--- src/rtl/bias_load_ctrl_if.sv ---
// Bias word stream between a source (master) and bias_load_ctrl (slave).
// Handshake: a word transfers on a rising clk edge where s_valid and s_ready are both 1.
interface bias_load_ctrl_if;
    logic        s_valid;
    logic [17:0] s_data;
    logic        s_ready;

    modport master (
        output s_valid,
        output s_data,
        input  s_ready
    );

    modport slave (
        input  s_valid,
        input  s_data,
        output s_ready
    );
endinterface

--- src/rtl/bias_load_ctrl.sv ---
// Bias buffer load/read controller: streams ngrp*8 bias words into the buffer, then serves group reads.
// Optional macro BIAS_LOAD_STALL_CNT_EN adds the stall_cnt output (LOAD cycles starved of s_valid).
module bias_load_ctrl #(
    parameter int DEPTH    = 128,
    parameter int ADDR_BIT = 7
) (
    input  logic                clk,
    input  logic                rst_n,
    input  logic                start_load,
    input  logic [ADDR_BIT:0]   num_groups,
    bias_load_ctrl_if.slave     stream,
    output logic                buf_clear,
    output logic                buf_wr_en,
    output logic [17:0]         buf_bias_in,
    output logic [ADDR_BIT-1:0] buf_addr_read,
    input  logic                rd_en,
    input  logic [ADDR_BIT-1:0] rd_group,
    output logic                bias_valid,
    output logic                rd_err,
    output logic                bias_ready,
    output logic                load_done,
`ifdef BIAS_LOAD_STALL_CNT_EN
    output logic [15:0]         stall_cnt,
`endif
    output logic [1:0]          state_dbg
);

    localparam int CNT_W = ADDR_BIT + 4;
    localparam logic [ADDR_BIT:0] DEPTH_G = (ADDR_BIT + 1)'(DEPTH);

    // Debug encoding on state_dbg: IDLE=0, CLEAR=1, LOAD=2, READY=3.
    typedef enum logic [1:0] {
        IDLE  = 2'd0,
        CLEAR = 2'd1,
        LOAD  = 2'd2,
        READY = 2'd3
    } state_t;

    state_t             state;
    logic               s_ready_r;
    logic [ADDR_BIT:0]  ngrp;
    logic [CNT_W-1:0]   word_cnt;
    logic [ADDR_BIT:0]  ngrp_next;
    logic [CNT_W-1:0]   total_words;
    logic               accept;
    logic               xfer;
    logic               last_word;
    logic               rd_ok;
    logic               rd_pend;

    assign stream.s_ready = s_ready_r;
    assign state_dbg      = state;

    assign accept      = start_load && ((state == IDLE) || (state == READY));
    assign ngrp_next   = (num_groups > DEPTH_G) ? DEPTH_G : num_groups;
    assign total_words = {ngrp, 3'b000};
    assign xfer        = stream.s_valid && s_ready_r;
    assign last_word   = xfer && ((word_cnt + CNT_W'(1)) == total_words);

    // Load sequencing. buf_wr_en/buf_bias_in trail the stream transfer by one cycle,
    // so LOAD lingers one drain cycle after the last word before entering READY.
    always_ff @(posedge clk or negedge rst_n) begin
        if (!rst_n) begin
            state       <= IDLE;
            s_ready_r   <= 1'b0;
            buf_clear   <= 1'b0;
            buf_wr_en   <= 1'b0;
            buf_bias_in <= '0;
            bias_ready  <= 1'b0;
            load_done   <= 1'b0;
            ngrp        <= '0;
            word_cnt    <= '0;
        end else begin
            buf_clear <= 1'b0;
            load_done <= 1'b0;
            buf_wr_en <= xfer;
            if (xfer) begin
                buf_bias_in <= stream.s_data;
            end
            case (state)
                IDLE, READY: begin
                    if (accept) begin
                        state      <= CLEAR;
                        buf_clear  <= 1'b1;
                        ngrp       <= ngrp_next;
                        bias_ready <= 1'b0;
                    end
                end
                CLEAR: begin
                    word_cnt <= '0;
                    if (ngrp == '0) begin
                        state      <= READY;
                        load_done  <= 1'b1;
                        bias_ready <= 1'b1;
                    end else begin
                        state     <= LOAD;
                        s_ready_r <= 1'b1;
                    end
                end
                LOAD: begin
                    if (xfer) begin
                        word_cnt <= word_cnt + CNT_W'(1);
                    end
                    if (last_word) begin
                        s_ready_r <= 1'b0;
                    end
                    if (word_cnt == total_words) begin
                        state      <= READY;
                        load_done  <= 1'b1;
                        bias_ready <= 1'b1;
                    end
                end
                default: begin
                    state <= IDLE;
                end
            endcase
        end
    end

    assign rd_ok = rd_en && (state == READY) && ({1'b0, rd_group} < ngrp);

    // Read pipeline: address register, then one RAM cycle. In-flight reads are never flushed.
    always_ff @(posedge clk or negedge rst_n) begin
        if (!rst_n) begin
            rd_pend       <= 1'b0;
            bias_valid    <= 1'b0;
            rd_err        <= 1'b0;
            buf_addr_read <= '0;
        end else begin
            rd_pend    <= rd_ok;
            bias_valid <= rd_pend;
            rd_err     <= rd_en && !rd_ok;
            if (rd_ok) begin
                buf_addr_read <= rd_group;
            end
        end
    end

`ifdef BIAS_LOAD_STALL_CNT_EN
    // Counts only while LOAD is still asking for words; the drain cycle is not a stall.
    always_ff @(posedge clk or negedge rst_n) begin
        if (!rst_n) begin
            stall_cnt <= '0;
        end else if (accept) begin
            stall_cnt <= '0;
        end else if ((state == LOAD) && s_ready_r && !stream.s_valid && (stall_cnt != 16'hFFFF)) begin
            stall_cnt <= stall_cnt + 16'd1;
        end
    end
`endif

endmodule

--- src/flat_wrapper.sv ---
// flat-port wrapper written by rule: the top's interface ports become plain ports
module bias_load_ctrl_flat 
#(
    parameter int DEPTH    = 128,
    parameter int ADDR_BIT = 7
)
  (clk, rst_n, start_load, num_groups, buf_clear, buf_wr_en, buf_bias_in, buf_addr_read, rd_en, rd_group, bias_valid, rd_err, bias_ready, load_done, state_dbg, stream_s_valid, stream_s_data, stream_s_ready);
  bias_load_ctrl_if stream_i ();
  input  logic clk;
  input  logic rst_n;
  input  logic start_load;
  input  logic [ADDR_BIT:0] num_groups;
  output logic buf_clear;
  output logic buf_wr_en;
  output logic [17:0] buf_bias_in;
  output logic [ADDR_BIT-1:0] buf_addr_read;
  input  logic rd_en;
  input  logic [ADDR_BIT-1:0] rd_group;
  output logic bias_valid;
  output logic rd_err;
  output logic bias_ready;
  output logic load_done;
  output logic [1:0] state_dbg;
  input wire logic [$bits(stream_i.s_valid)-1:0] stream_s_valid;
  input wire logic [$bits(stream_i.s_data)-1:0] stream_s_data;
  output wire logic [$bits(stream_i.s_ready)-1:0] stream_s_ready;
  assign stream_i.s_valid = stream_s_valid;
  assign stream_i.s_data = stream_s_data;
  assign stream_s_ready = stream_i.s_ready;
  bias_load_ctrl #(.DEPTH(DEPTH), .ADDR_BIT(ADDR_BIT)) u_core (.clk(clk), .rst_n(rst_n), .start_load(start_load), .num_groups(num_groups), .stream(stream_i), .buf_clear(buf_clear), .buf_wr_en(buf_wr_en), .buf_bias_in(buf_bias_in), .buf_addr_read(buf_addr_read), .rd_en(rd_en), .rd_group(rd_group), .bias_valid(bias_valid), .rd_err(rd_err), .bias_ready(bias_ready), .load_done(load_done), .state_dbg(state_dbg));
endmodule
--- config.mk ---
export PLATFORM = sky130hd
export DESIGN_NAME = bias_load_ctrl_flat
export DESIGN_NICKNAME = d
export VERILOG_FILES = /design/src/rtl/bias_load_ctrl_if.sv /design/src/rtl/bias_load_ctrl.sv /design/src/flat_wrapper.sv
export SDC_FILE = /design/constraint.sdc
export NUM_CORES = 1
export LEC_CHECK = 0
export CELL_PAD_IN_SITES_DETAIL_PLACEMENT = 1
export CELL_PAD_IN_SITES_GLOBAL_PLACEMENT = 1
export CORE_ASPECT_RATIO = 1.2
export CORE_UTILIZATION = 40
export DETAILED_ROUTE_END_ITERATION = 16
export PLACE_DENSITY_LB_ADDON = 0.1
export RECOVER_POWER = 50
export SLEW_MARGIN = 25
export SYNTH_ARGS = -nofsm -noshare
export SYNTH_HDL_FRONTEND = slang
export SYNTH_SLANG_ARGS = --single-unit
--- constraint.sdc ---
create_clock -name clk -period 3.1 [get_ports clk]
set_input_delay 0.62 -clock clk [delete_from_list [all_inputs] [get_ports clk]]
set_output_delay 0.62 -clock clk [all_outputs]
set_load 0.1 [all_outputs]
==> results.sh, run 1 <==
export IMPL_wl_um=7030
export IMPL_synth_top_area_frac=0.478
export IMPL_post_cts_resize_count=0
export IMPL_root_buffer="clkbuf_8"
export IMPL_grt_first_pass_wirelength_um=11900
export IMPL_numCtsBuffers=5
export IMPL_area_delta_synth_final_pct=27.3
export IMPL_r2r_slack_ps=920
export IMPL_worstPathMaxFanout=9
export IMPL_drive_gt1_frac=0.172
export IMPL_num_rows=33
export IMPL_worstSkewPairLatency_ps=310
export IMPL_ios=72
export IMPL_core_area_mm2=0.00681
export IMPL_cp_common_cell="a21o_1"
export IMPL_p_total_mw=3.42
export IMPL_clockBufferDepth=2
export IMPL_required_ps=3280
export IMPL_worstMarginPinSlew_ps=1220
export IMPL_gp_congestion=0.816
export IMPL_cp_arrival_ps=2460
export IMPL_die_width_um=78.7
export IMPL_die_area_mm2=0.00740
export IMPL_p_per_area_mw_per_mm2=951
export IMPL_grt_max_degree=40
export IMPL_final_cell_mix="dfrtp_1, nand2_1, clkdlybuf4s50_1, buf_4, o21ai_0"
export IMPL_min_to="u_core.bias_valid$_DFF_PN0_"
export IMPL_drc_errors=0
export IMPL_cp_top_family="compound AO/OA/AOI/OAI gates"
export IMPL_slew_headroom=0.190
export IMPL_io_buffers=71
export IMPL_met3_length_um=196
export IMPL_ys_warn_count=0
export IMPL_synth_cell_area_mm2=0.00283
export IMPL_topRoutingLayerUsed="met4"
export IMPL_netlist_top_cells_area="dfrtp_1, mux2_2, ha_1"
export IMPL_synthDistinctLibCells=43
export IMPL_crit_path_end_kind="flip-flop"
export IMPL_cts_tree="built"
export IMPL_synth_edf_count=0
export IMPL_first_global_vias=2445
export IMPL_clkTransAtPathRegs_ps=100
export IMPL_fin_worst_skew_ps=7.13
export IMPL_hpwl_um=5420
export IMPL_htreeDepth=2
export IMPL_rr_worst_depth=7
export IMPL_syn_area_per_cell_um2=10.2
export IMPL_met1_length_um=3070
export IMPL_start_kind="primary input"
export IMPL_grt_use_total=0.210
export IMPL_path_cells="clkdlybuf4s50_1, ha_1, a21o_1, a21o_1, a21oi_4, o21a_1, o211ai_1"
export IMPL_num_vias=2294
export IMPL_holdPathStages=0
export IMPL_fillers=804
export IMPL_dieHeight_um=94.1
export IMPL_yosys_area_top_type="dfrtp_1"
export IMPL_run_status="completed"
export IMPL_synth_seq_cells=54
export IMPL_setup_viol=0
export IMPL_antenna_cells=0
export IMPL_ys_seq_area_frac=0.478
export IMPL_synth_main_ff_cell="dfrtp_1"
export IMPL_fin_nets=397
export IMPL_gr_total_overflow=0
export IMPL_post_cts_buffers=0
export IMPL_wl_met2_um=3700
export IMPL_min_path_type="flip-flop to flip-flop"
export IMPL_viasPerCell=5.27
export IMPL_max_freq_mhz=439
export IMPL_period_share=0.735
export IMPL_crit_buf_inv=1
export IMPL_regToRegEndpoint="u_core.stream.s_ready$_DFFE_PN0P_"
export IMPL_peakVddDrop_uv=579
export IMPL_ys_async_sr_fraction=1.00
export IMPL_ctsHoldBuffers=0
export IMPL_rsz0062_at_grt="no"
export IMPL_antenna_found_initial=0
export IMPL_fin_crit_ps=2280
export IMPL_cap_viol_max_count=0
export IMPL_wl_per_cell_um=16.2
export IMPL_syn_num_nets=326
export IMPL_antenna_left=0
export IMPL_start_util=0.415
export IMPL_tns_ps=0
export IMPL_drt_iter0_markers=84
export IMPL_critPathSlowestCell="clkdlybuf4s50_1"
export IMPL_numClockSinks=54
export IMPL_hp_start="u_core.rd_pend$_DFF_PN0_"
export IMPL_drt_pre_antenna_iters=4
export IMPL_p_leak_nw=1.55
export IMPL_critPathMaxStageDelay_ps=450
export IMPL_layout_commonest_cell="dfrtp_1"
export IMPL_synthCells=276
export IMPL_r2r_start="u_core.word_cnt[1]$_DFFE_PN0P_"
export IMPL_slew_viol_final=0
export IMPL_crit_type="primary input to flip-flop"
export IMPL_hold_violations=0
==> synthesized netlist by cell type (2+ instances only) <==
cell type / instances
dfrtp_1: 54
nand3_1: 7
nand3b_1: 8
a2111oi_2: 2
ha_1: 12
nor3b_1: 2
o21ai_0: 23
buf_4: 2
inv_1: 16
xnor2_1: 4
a21oi_1: 7
nor2_1: 12
buf_1: 2
a21o_1: 7
and3_1: 3
nor4_1: 3
nor3_1: 3
buf_2: 4
or3_1: 2
mux2_2: 19
nand2b_1: 3
xor2_1: 8
clkbuf_1: 3
o31ai_1: 3
o211ai_1: 14
a22o_1: 2
nand2_1: 35
==> report_power, final <==
group / switching, mW / total [mW] / internal, mW
Sequential: 0.163 / 1.05 / 0.884
Combinational: 1.38 / 1.88 / 0.498
Clock: 0.248 / 0.493 / 0.245
Total: 1.79 / 3.42 / 1.63
==> cell families (layout without fill, tap and decap cells) <==
| family | Yosys count | in the layout | synth area share |
|---|---|---|---|
| AND/OR/NAND/NOR | 85 | 85 | 0.154 |
| AO/OA/AOI/OAI | 67 | 67 | 0.162 |
| flip-flops | 54 | 54 | 0.478 |
| buffers and inverters | 27 | 99 | 0.0403 |
| multiplexers | 19 | 19 | 0.0757 |
| adder cells (fa/ha/maj) | 12 | 12 | 0.0531 |
| XOR/XNOR | 12 | 12 | 0.0372 |
==> metrics by stage <==
stage	setup WS [ps]	hold slack (ps)	area (um2)	cells	util
3_3_place_gp	509	335	3530	427	0.518
2_1_floorplan	641	324	2830	276	-
5_1_grt	647	367	3600	435	0.528
3_5_place_dp	486	349	3530	427	0.518
6_report	821	371	3600	435	0.528
4_1_cts	813	209	3650	435	0.535
==> worst max-delay path by stage <==
stage                                    start                             endpoint  slack [ps]  depth (start not counted)
6_report                           rd_group[1]  u_core.buf_addr_read[1]$_DFFE_PN0P_         820                          7
4_1_cts                            rd_group[1]  u_core.buf_addr_read[1]$_DFFE_PN0P_         810                          7
2_1_floorplan  u_core.state_dbg[0]$_DFFE_PN0P_    u_core.stream.s_ready$_DFFE_PN0P_         640                          7
5_1_grt                            rd_group[1]  u_core.buf_addr_read[1]$_DFFE_PN0P_         650                          7
3_3_place_gp                       rd_group[1]  u_core.buf_addr_read[1]$_DFFE_PN0P_         510                          7
3_5_place_dp                       rd_group[1]  u_core.buf_addr_read[1]$_DFFE_PN0P_         490                          7
==> layer usage <==
metal  global-route usage  up-vias
met4               0.0617        0
li1                     -     1119
met5                    0        -
met1                0.261     1123
met2                0.379       48
met3               0.0243        4
==> final cells by class <==
cell class,count,area [um2],area share
Sequential cell,54,1350,0.376
Clock inverter,3,47.5,0.0132
Tap cell,87,109,0.0303
Multi-Input combinational cell,195,1350,0.376
Inverter,16,60.1,0.0167
Clock buffer,5,68.8,0.0191
Timing Repair Buffer,75,606,0.168
==> flip-flops by register name, summed over array words and instances, names as in the netlist <==
signal	cells
u_core.bias_ready	1
u_core.bias_valid	1
u_core.buf_addr_read	7
u_core.buf_bias_in	18
u_core.buf_clear	1
u_core.buf_wr_en	1
u_core.load_done	1
u_core.ngrp	8
u_core.rd_err	1
u_core.rd_pend	1
u_core.state_dbg	2
u_core.stream.s_ready	1
u_core.word_cnt	11
No activity file was read; power rests on OpenSTA's default activity.
==> inputs of run 2 (changes only) <==
CORE_UTILIZATION = 37   (was 40)
clock period = 2.3 ns   (was 3.1 ns; I/O delays follow)
==> results.sh, run 2 (synthesized netlist as in run 1, its figures left out) <==
export IMPL_io_buffers=71
export IMPL_grt_first_pass_wirelength_um=12800
export IMPL_drc_errors=0
export IMPL_post_cts_resize_count=0
export IMPL_start_util=0.386
export IMPL_worstSkewPairLatency_ps=310
export IMPL_fin_crit_ps=2130
export IMPL_clockBufferDepth=2
export IMPL_antenna_found_initial=0
export IMPL_rr_worst_depth=7
export IMPL_min_path_type="primary input to async pin"
export IMPL_gp_congestion=0.790
export IMPL_cap_viol_max_count=0
export IMPL_period_share=0.925
export IMPL_post_cts_buffers=0
export IMPL_ios=72
export IMPL_numClockSinks=54
export IMPL_antenna_cells=0
export IMPL_slew_headroom=0.214
export IMPL_slew_viol_final=0
export IMPL_hpwl_um=5880
export IMPL_wl_um=7520
export IMPL_reg_top3="u_core.buf_bias_in x18, u_core.word_cnt x11, u_core.ngrp x8"
export IMPL_num_vias=2380
export IMPL_top_register="u_core.buf_bias_in"
export IMPL_drt_pre_antenna_iters=4
export IMPL_rsz0062_at_grt="no"
export IMPL_tns_ps=0
export IMPL_run_status="completed"
export IMPL_area_delta_synth_final_pct=29.7
export IMPL_root_buffer="clkbuf_8"
export IMPL_max_freq_mhz=470
export IMPL_crit_path_end_kind="flip-flop"
export IMPL_setup_viol=0
export IMPL_grt_use_total=0.208
export IMPL_die_area_mm2=0.00799
export IMPL_final_cell_mix="dfrtp_1, buf_4, nand2_1, clkdlybuf4s50_1, o21ai_0"
export IMPL_core_area_mm2=0.00732
export IMPL_ctsHoldBuffers=0
export IMPL_viasPerCell=5.32
export IMPL_crit_type="primary input to flip-flop"
export IMPL_drt_iter0_markers=45
export IMPL_htreeDepth=2
export IMPL_antenna_left=0
export IMPL_cts_tree="built"
export IMPL_worstMarginPinSlew_ps=1180
export IMPL_p_leak_nw=1.61
export IMPL_wl_per_cell_um=16.8
export IMPL_first_global_vias=2609
export IMPL_cp_arrival_ps=2330
export IMPL_gr_total_overflow=0
export IMPL_peakVddDrop_uv=717
export IMPL_clkTransAtPathRegs_ps=100
export IMPL_fin_nets=407
export IMPL_drive_gt1_frac=0.221
export IMPL_hold_violations=0
export IMPL_largest_register_ffs=18
export IMPL_worstPathMaxFanout=18
export IMPL_place_area_mm2=0.00362
export IMPL_layout_commonest_cell="dfrtp_1"
export IMPL_fin_worst_skew_ps=8.32
export IMPL_p_per_area_mw_per_mm2=1260
export IMPL_grt_max_degree=35
export IMPL_start_kind="primary input"
export IMPL_finalInstanceArea_mm2=0.00366
export IMPL_num_rows=34
export IMPL_die_width_um=81.8
export IMPL_required_ps=2500
export IMPL_dieHeight_um=97.7
export IMPL_numCtsBuffers=5
[run 2: per-layer routing]
layer	up-vias	track usage	share of wire
met5	-	0	0
met4	0	0.0729	0.022
met3	11	0.0319	0.023
met2	40	0.371	0.54
met1	1192	0.247	0.42
li1	1137	-	-
[run 2: where the power goes]
part           switching (mW)  internal (mW)  leakage (nW)
registers               0.210           1.20         0.669
logic                    1.92          0.755         0.895
clock network           0.315          0.211        0.0444
total                    2.44           2.16          1.61
[run 2: final cells by class]
| class | instances | area (um2) |
|---|---|---|
| clock buffer | 5 | 68.8 |
| inverter | 16 | 60.1 |
| fill | 862 | 3650 |
| multi-input combinational | 195 | 1360 |
| clock inverter | 2 | 13.8 |
| tap | 90 | 113 |
| timing repair buffer | 85 | 694 |
| sequential | 54 | 1350 |
[run 2: worst paths after layout]
check                                                     from                            endpoint  slack [ps]
worst max register to register  u_core.word_cnt[1]$_DFFE_PN0P_   u_core.stream.s_ready$_DFFE_PN0P_         210
min in group clk                      u_core.rd_pend$_DFF_PN0_         u_core.bias_valid$_DFF_PN0_         370
max in group asynchronous                                rst_n     u_core.state_dbg[1]$_DFFE_PN0P_         430
worst min register to register        u_core.rd_pend$_DFF_PN0_         u_core.bias_valid$_DFF_PN0_         370
worst min-delay path                                     rst_n  u_core.buf_bias_in[10]$_DFFE_PN0P_         350
worst max-delay path                            stream_s_valid  u_core.buf_bias_in[15]$_DFFE_PN0P_         170
[run 2: stage by stage]
step,total power [mW],setup WS (ps),cells,hold slack [ps],utilization
5_1_grt,4.92,51.4,447,375,0.501
3_5_place_dp,4.15,17.4,440,348,0.495
2_1_floorplan,3.40,111,276,164,-
4_1_cts,4.69,191,447,110,0.507
6_report,4.61,174,447,352,0.501
3_3_place_gp,4.10,85.9,440,333,0.495
[run 2: critical path, cell delays in order]
cell           delay [ps]
dlygate4sd3_1         530
nand2_1               110
clkbuf_1              800
mux2_2                420
==> inputs of run 3 (changes only) <==
CTS_CLUSTER_DIAMETER = 60   (was unset)
==> results of run 3 <==
No change in the layout: final DEF, timing and power equal those of run 2.
